===== src/rtl/dvi_scanout.sv =====
// Raster timing generator and two-stage pixel pipeline for the DVI transmitter.
// Pulls one frame-buffer word per active pixel and reports missing or unexpected data.
module dvi_scanout #(
  parameter int          H_ACTIVE        = 640,
  parameter int          H_FP            = 16,
  parameter int          H_SYNC          = 96,
  parameter int          H_BP            = 48,
  parameter int          V_ACTIVE        = 480,
  parameter int          V_FP            = 10,
  parameter int          V_SYNC          = 2,
  parameter int          V_BP            = 33,
  parameter logic [23:0] UNDERFLOW_COLOR = 24'h000000
) (
  input  logic        dvi_clk,
  input  logic        reset_n,
  input  logic        enable,
  input  logic        clr_status,
  output logic        read_init,
  input  logic [31:0] iData,
  input  logic        iValid,
  output logic [7:0]  oR,
  output logic [7:0]  oG,
  output logic [7:0]  oB,
  output logic        oDE,
  output logic        oHsync,
  output logic        oVsync,
  output logic        frame_start,
  output logic        underflow,
  output logic        spurious,
  output logic [15:0] underflow_cnt
);

  localparam int H_TOTAL = H_ACTIVE + H_FP + H_SYNC + H_BP;
  localparam int V_TOTAL = V_ACTIVE + V_FP + V_SYNC + V_BP;

  localparam logic [11:0] H_LAST   = 12'(H_TOTAL - 1);
  localparam logic [11:0] V_LAST   = 12'(V_TOTAL - 1);
  localparam logic [12:0] H_ACT    = 13'(H_ACTIVE);
  localparam logic [12:0] H_SYNC_0 = 13'(H_ACTIVE + H_FP);
  localparam logic [12:0] H_SYNC_1 = 13'(H_ACTIVE + H_FP + H_SYNC);
  localparam logic [12:0] V_ACT    = 13'(V_ACTIVE);
  localparam logic [12:0] V_SYNC_0 = 13'(V_ACTIVE + V_FP);
  localparam logic [12:0] V_SYNC_1 = 13'(V_ACTIVE + V_FP + V_SYNC);

  typedef enum logic {IDLE, RUN} state_e;

  state_e      state_q, state_d;
  logic [11:0] h_q, h_d;
  logic [11:0] v_q, v_d;

  logic        s1_act_q, s1_act_d;
  logic        s1_hs_q, s1_hs_d;
  logic        s1_vs_q, s1_vs_d;
  logic        s1_first_q, s1_first_d;

  logic        de_q, de_d;
  logic        hs_q, hs_d;
  logic        vs_q, vs_d;
  logic        fs_q, fs_d;
  logic [23:0] rgb_q, rgb_d;
  logic        uf_q, uf_d;
  logic        sp_q, sp_d;
  logic [15:0] cnt_q, cnt_d;

  logic active, hs_n, vs_n, first;
  logic h_end, v_end;
  logic uf_evt, sp_evt;
  logic unused_bits;

  assign h_end  = (h_q == H_LAST);
  assign v_end  = (v_q == V_LAST);
  assign active = (state_q == RUN) && ({1'b0, h_q} < H_ACT) && ({1'b0, v_q} < V_ACT);
  assign hs_n   = !(({1'b0, h_q} >= H_SYNC_0) && ({1'b0, h_q} < H_SYNC_1));
  assign vs_n   = !(({1'b0, v_q} >= V_SYNC_0) && ({1'b0, v_q} < V_SYNC_1));
  assign first  = active && (h_q == 12'd0) && (v_q == 12'd0);

  assign read_init = active;

  // Enable is only honoured at the last pixel of the frame, so frames are never cut short.
  always_comb begin
    state_d = state_q;
    h_d     = h_q;
    v_d     = v_q;
    case (state_q)
      IDLE: begin
        h_d = 12'd0;
        v_d = 12'd0;
        if (enable) state_d = RUN;
      end
      RUN: begin
        if (h_end) begin
          h_d = 12'd0;
          if (v_end) begin
            v_d = 12'd0;
            if (!enable) state_d = IDLE;
          end else begin
            v_d = v_q + 12'd1;
          end
        end else begin
          h_d = h_q + 12'd1;
        end
      end
      default: state_d = IDLE;
    endcase
  end

  always_comb begin
    s1_act_d   = active;
    s1_hs_d    = hs_n || (state_q == IDLE);
    s1_vs_d    = vs_n || (state_q == IDLE);
    s1_first_d = first;
  end

  // The returned word lines up with the stage-1 copy of the request.
  always_comb begin
    uf_evt = s1_act_q && !iValid;
    sp_evt = !s1_act_q && iValid;
    de_d   = s1_act_q;
    hs_d   = s1_hs_q;
    vs_d   = s1_vs_q;
    fs_d   = s1_first_q;
    rgb_d  = 24'h000000;
    if (s1_act_q) begin
      rgb_d = iValid ? {iData[29:22], iData[19:12], iData[9:2]} : UNDERFLOW_COLOR;
    end
    uf_d = uf_evt || (uf_q && !clr_status);
    sp_d = sp_evt || (sp_q && !clr_status);
    if (clr_status) begin
      cnt_d = uf_evt ? 16'd1 : 16'd0;
    end else if (uf_evt && (cnt_q != 16'hFFFF)) begin
      cnt_d = cnt_q + 16'd1;
    end else begin
      cnt_d = cnt_q;
    end
  end

  always_ff @(posedge dvi_clk) begin
    if (!reset_n) begin
      state_q    <= IDLE;
      h_q        <= 12'd0;
      v_q        <= 12'd0;
      s1_act_q   <= 1'b0;
      s1_hs_q    <= 1'b1;
      s1_vs_q    <= 1'b1;
      s1_first_q <= 1'b0;
      de_q       <= 1'b0;
      hs_q       <= 1'b1;
      vs_q       <= 1'b1;
      fs_q       <= 1'b0;
      rgb_q      <= 24'h000000;
      uf_q       <= 1'b0;
      sp_q       <= 1'b0;
      cnt_q      <= 16'd0;
    end else begin
      state_q    <= state_d;
      h_q        <= h_d;
      v_q        <= v_d;
      s1_act_q   <= s1_act_d;
      s1_hs_q    <= s1_hs_d;
      s1_vs_q    <= s1_vs_d;
      s1_first_q <= s1_first_d;
      de_q       <= de_d;
      hs_q       <= hs_d;
      vs_q       <= vs_d;
      fs_q       <= fs_d;
      rgb_q      <= rgb_d;
      uf_q       <= uf_d;
      sp_q       <= sp_d;
      cnt_q      <= cnt_d;
    end
  end

  // Only the top 8 bits of each 10-bit channel reach the transmitter.
  assign unused_bits = ^{iData[31:30], iData[21:20], iData[11:10], iData[1:0]};

  assign oR            = rgb_q[23:16];
  assign oG            = rgb_q[15:8];
  assign oB            = rgb_q[7:0];
  assign oDE           = de_q;
  assign oHsync        = hs_q;
  assign oVsync        = vs_q;
  assign frame_start   = fs_q;
  assign underflow     = uf_q;
  assign spurious      = sp_q;
  assign underflow_cnt = cnt_q;

endmodule


===== config.mk =====
export PLATFORM = sky130hd
export DESIGN_NAME = dvi_scanout
export DESIGN_NICKNAME = d
export VERILOG_FILES = /design/src/rtl/dvi_scanout.sv
export SDC_FILE = /design/constraint.sdc
export NUM_CORES = 1
export LEC_CHECK = 0
export CAP_MARGIN = 20
export CORE_MARGIN = 2
export CORE_UTILIZATION = 40
export DETAILED_ROUTE_END_ITERATION = 8
export HOLD_SLACK_MARGIN = 0.08
export PLACE_DENSITY = 0.7
export REMOVE_ABC_BUFFERS = 1
export SLEW_MARGIN = 25
export SYNTH_ARGS = -nofsm -noshare
export SYNTH_HDL_FRONTEND = slang
export SYNTH_SLANG_ARGS = --single-unit

===== constraint.sdc =====
create_clock -name dvi_clk -period 1.6 [get_ports dvi_clk]
set_input_delay 0.16 -clock dvi_clk [delete_from_list [all_inputs] [get_ports dvi_clk]]
set_output_delay 0.16 -clock dvi_clk [all_outputs]
set_load 0.01 [all_outputs]

==> impl_metrics.ini <==
[outcome]
status = complete, but fails checks
violations = setup timing

[synth]
synth-edff-count = 0
synth_ff_type = dfxtp_1
synth.most_common_cell = dfxtp_1
synthCells = 357
synth_top_area_share_pct = 46.6
syn-cell-area_um2 = 3220
syn_area_per_cell_um2 = 9.03
ys_types = 44
ys_top_cells_by_count = 75 x dfxtp_1, 32 x and2_1, 24 x nand2_1
yosysSeqAreaShare_pct = 46.6
yosysTopAreaCell = dfxtp_1
ys_warn_count = 0
async_reset_ff_share_pct = 0
synth_area_leaders = dfxtp_1 47%, and2_1 6.2%, nand4_1 3.7%, a21oi_1 3.6%, nand2_1 2.8%
synth-seq-cells = 75

[global_route]
grt_pass1_wl_um = 14200
grt_pass1_vias = 3071
grt_usage_pct = 20.3
grt.overflow.total = 0
antenna_found_initial = 0
grt_start_max_net_pins = 25

[critical_path]
required_ns = 1.83
crit_type = flop to flop
end_kind = flop
critPathLaunchType = flop
cp.arrival_ns = 1.90
crit_chain = ha_4, and4_4, buf_6, nand4_1, buf_4, o211ai_1, o32ai_2
max_stage_delay_ns = 0.36
slowest_stage = dfxtp_2
cp_max_fo = 5

[clock_network]
clk_path_buf_depth = 2
root_buffer = clkbuf_8
clk_pin_slew_ns = 0.09
cts.sinks = 75
cts_tree = built
cts_buffers = 9
cts_htree_levels = 3
clock_latency_ns = 0.35

[route]
dr_wl_met2_um = 4380
dr.max_layer_used = met4
vias = 3189
wl_met1_um = 3830
drtIter0Drc = 176
post_drt_wl_per_cell_um = 14.2
drt_drc_violations_left = 0
wirelength_um = 8840
ant_nets = 0
firstDrtPassIters = 4
drt-vias-per-instance = 5.13
wl_met3_um = 430

[timing]
worst_slack_ns = -0.0641
slew_violations = 0
fmax_ghz = 0.601
skew_ns = 0.0106
period_minus_slack_ns = 1.66
hold_violations = 0
worst_pin_slew_ns = 0.357
fin_crit_sh_pct = 104
fin_setup_tns_ns = -0.239
rsz0062_at_grt = yes
setup_viol = 8
slew_headroom_pct = 76.0

[finish]
nets = 557
nFillCells = 611
stdcell_area_um2 = 5110
postLayoutCoreUtil_pct = 65.9
syn_to_final_growth_pct = 58.6
final_layout_size_suffix_gt1_share_pct = 28.8
antenna_cells = 0

[floorplanning]
initial_core_util_pct = 41.5
core_um2 = 7770
fp-row-count = 32
die_h_um = 93.8
die_area_um2 = 8790
fp.dieW_um = 93.8
io_pins = 84

[power_and_ir_drop]
clkPwrFrac_pct = 40.9
switchingPower_mw = 0.925
power_switching_share_pct = 24.7
pwr-share-comb_pct = 8.3
leakage_nw = 1.94
power_density_nw_per_um2 = 732
p_int_mw = 2.82
seqPwrFrac_pct = 50.8
vdd_ir_drop_max_mv = 0.539

[run]
maxCapViolations = 0

[placed_design]
place_area_um2 = 4620
pre_cts_slack_ns = -0.277
hpwl_um = 6200
gp_congestion = 0.858
io_buffers = 75

[min_path]
min_path_type = primary input to flop
==> cell families after synthesis <==
kind of cell | after synthesis | share of synthesized area [%]
mux | 6 | 1.86
simple gates | 170 | 31.0
xor+xnor | 10 | 2.72
compound gates | 59 | 11.6
fa+ha+maj | 5 | 1.94
flops | 75 | 46.6
buf+inv | 32 | 4.23
==> registers in the layout, indices dropped and copies added (netlist names) <==
signal	count
s1_vs_q	1
underflow_cnt	16
underflow	1
frame_start	1
h_q	12
v_q	12
oHsync	1
state_q	1
de_d	1
oVsync	1
hs_d	1
fs_d	1
oDE	1
spurious	1
rgb_q	24
==> layout make-up <==
class	instances	area (µm²)	share of cell area [%]
inverters	16	60.1	1.17
repair buffers	162	1440	28.2
well taps	102	128	2.50
flip-flops and latches	75	1520	29.7
clock buffers	9	124	2.42
clock inverters	7	82.6	1.61
multi-input cells	251	1760	34.4
==> power groups by stage <==
stage                     combinational [mW]  clock [mW]  sequential (mW)
after floorplan                       0.0732           0             1.95
after global placement                 0.267           0             1.94
after detailed placement               0.272           0             1.95
after CTS                              0.293        1.56             1.90
after global routing                   0.333        1.64             1.91
final                                  0.309        1.53             1.90
==> metal layers <==
| metal | GRT usage [%] | vias up |
|---|---|---|
| met5 | 0 | - |
| met4 | 7.73 | 0 |
| met3 | 6.02 | 19 |
| met2 | 34.6 | 92 |
| met1 | 24.1 | 1475 |
| li1 | - | 1603 |
==> worst max-delay path: cells and delay by family (launching register included) <==
family          cells  cell delay (ns)
buf+inv             2             0.29
simple gates        2             0.37
flops               1             0.36
compound gates      2             0.38
fa+ha+maj           1             0.14
==> stage by stage <==
stage	cells	hold WS, ns	total power [mW]
after floorplan	341	0.233	2.03
after global placement	595	0.392	2.21
after detailed placement	595	0.398	2.22
after CTS	620	0.338	3.76
after global routing	622	0.342	3.88
final	622	0.350	3.74
==> repair_timing <==
| item | in CTS | in global routing |
|---|---|---|
| gates resized for setup | 27 | 42 |
| endpoints found under the setup margin | 18 | 43 |
| buffers inserted | 8 | 1 |
| gates cloned | 1 | 1 |
| pin swaps | 12 | 20 |
| hold buffers | 0 | 0 |
==> final timing paths <==
kind / cells past startpoint / slack, ns / start / end
max: 7 / -0.06 / h_q[0] / v_q[7]
min: 2 / 0.35 / iData[7] / rgb_q[5]
max reg2reg: 7 / -0.06 / h_q[0] / v_q[7]
min reg2reg: 1 / 0.42 / s1_vs_q / oVsync
==> cell usage in the layout (no fill, tap or decap), drive strengths merged, types with 2 or more instances in the layout <==
master,count
xor2,4
nand2b,11
a21boi,3
o21ai,13
and3,9
or3,7
and2,32
mux2i,6
dfxtp,75
buf,88
nand3,15
clkdlybuf4s50,73
a211oi,2
nand2,24
and4,5
nor2,17
clkinvlp,2
nor2b,3
a21oi,23
inv,20
nor4,5
nor3,6
or4,9
or2,2
clkbuf,9
nand4,19
o31ai,8
nand3b,2
ha,5
a41oi,3
a2111o,3
xnor2,6
No activity file was read; power rests on OpenSTA's default activity.
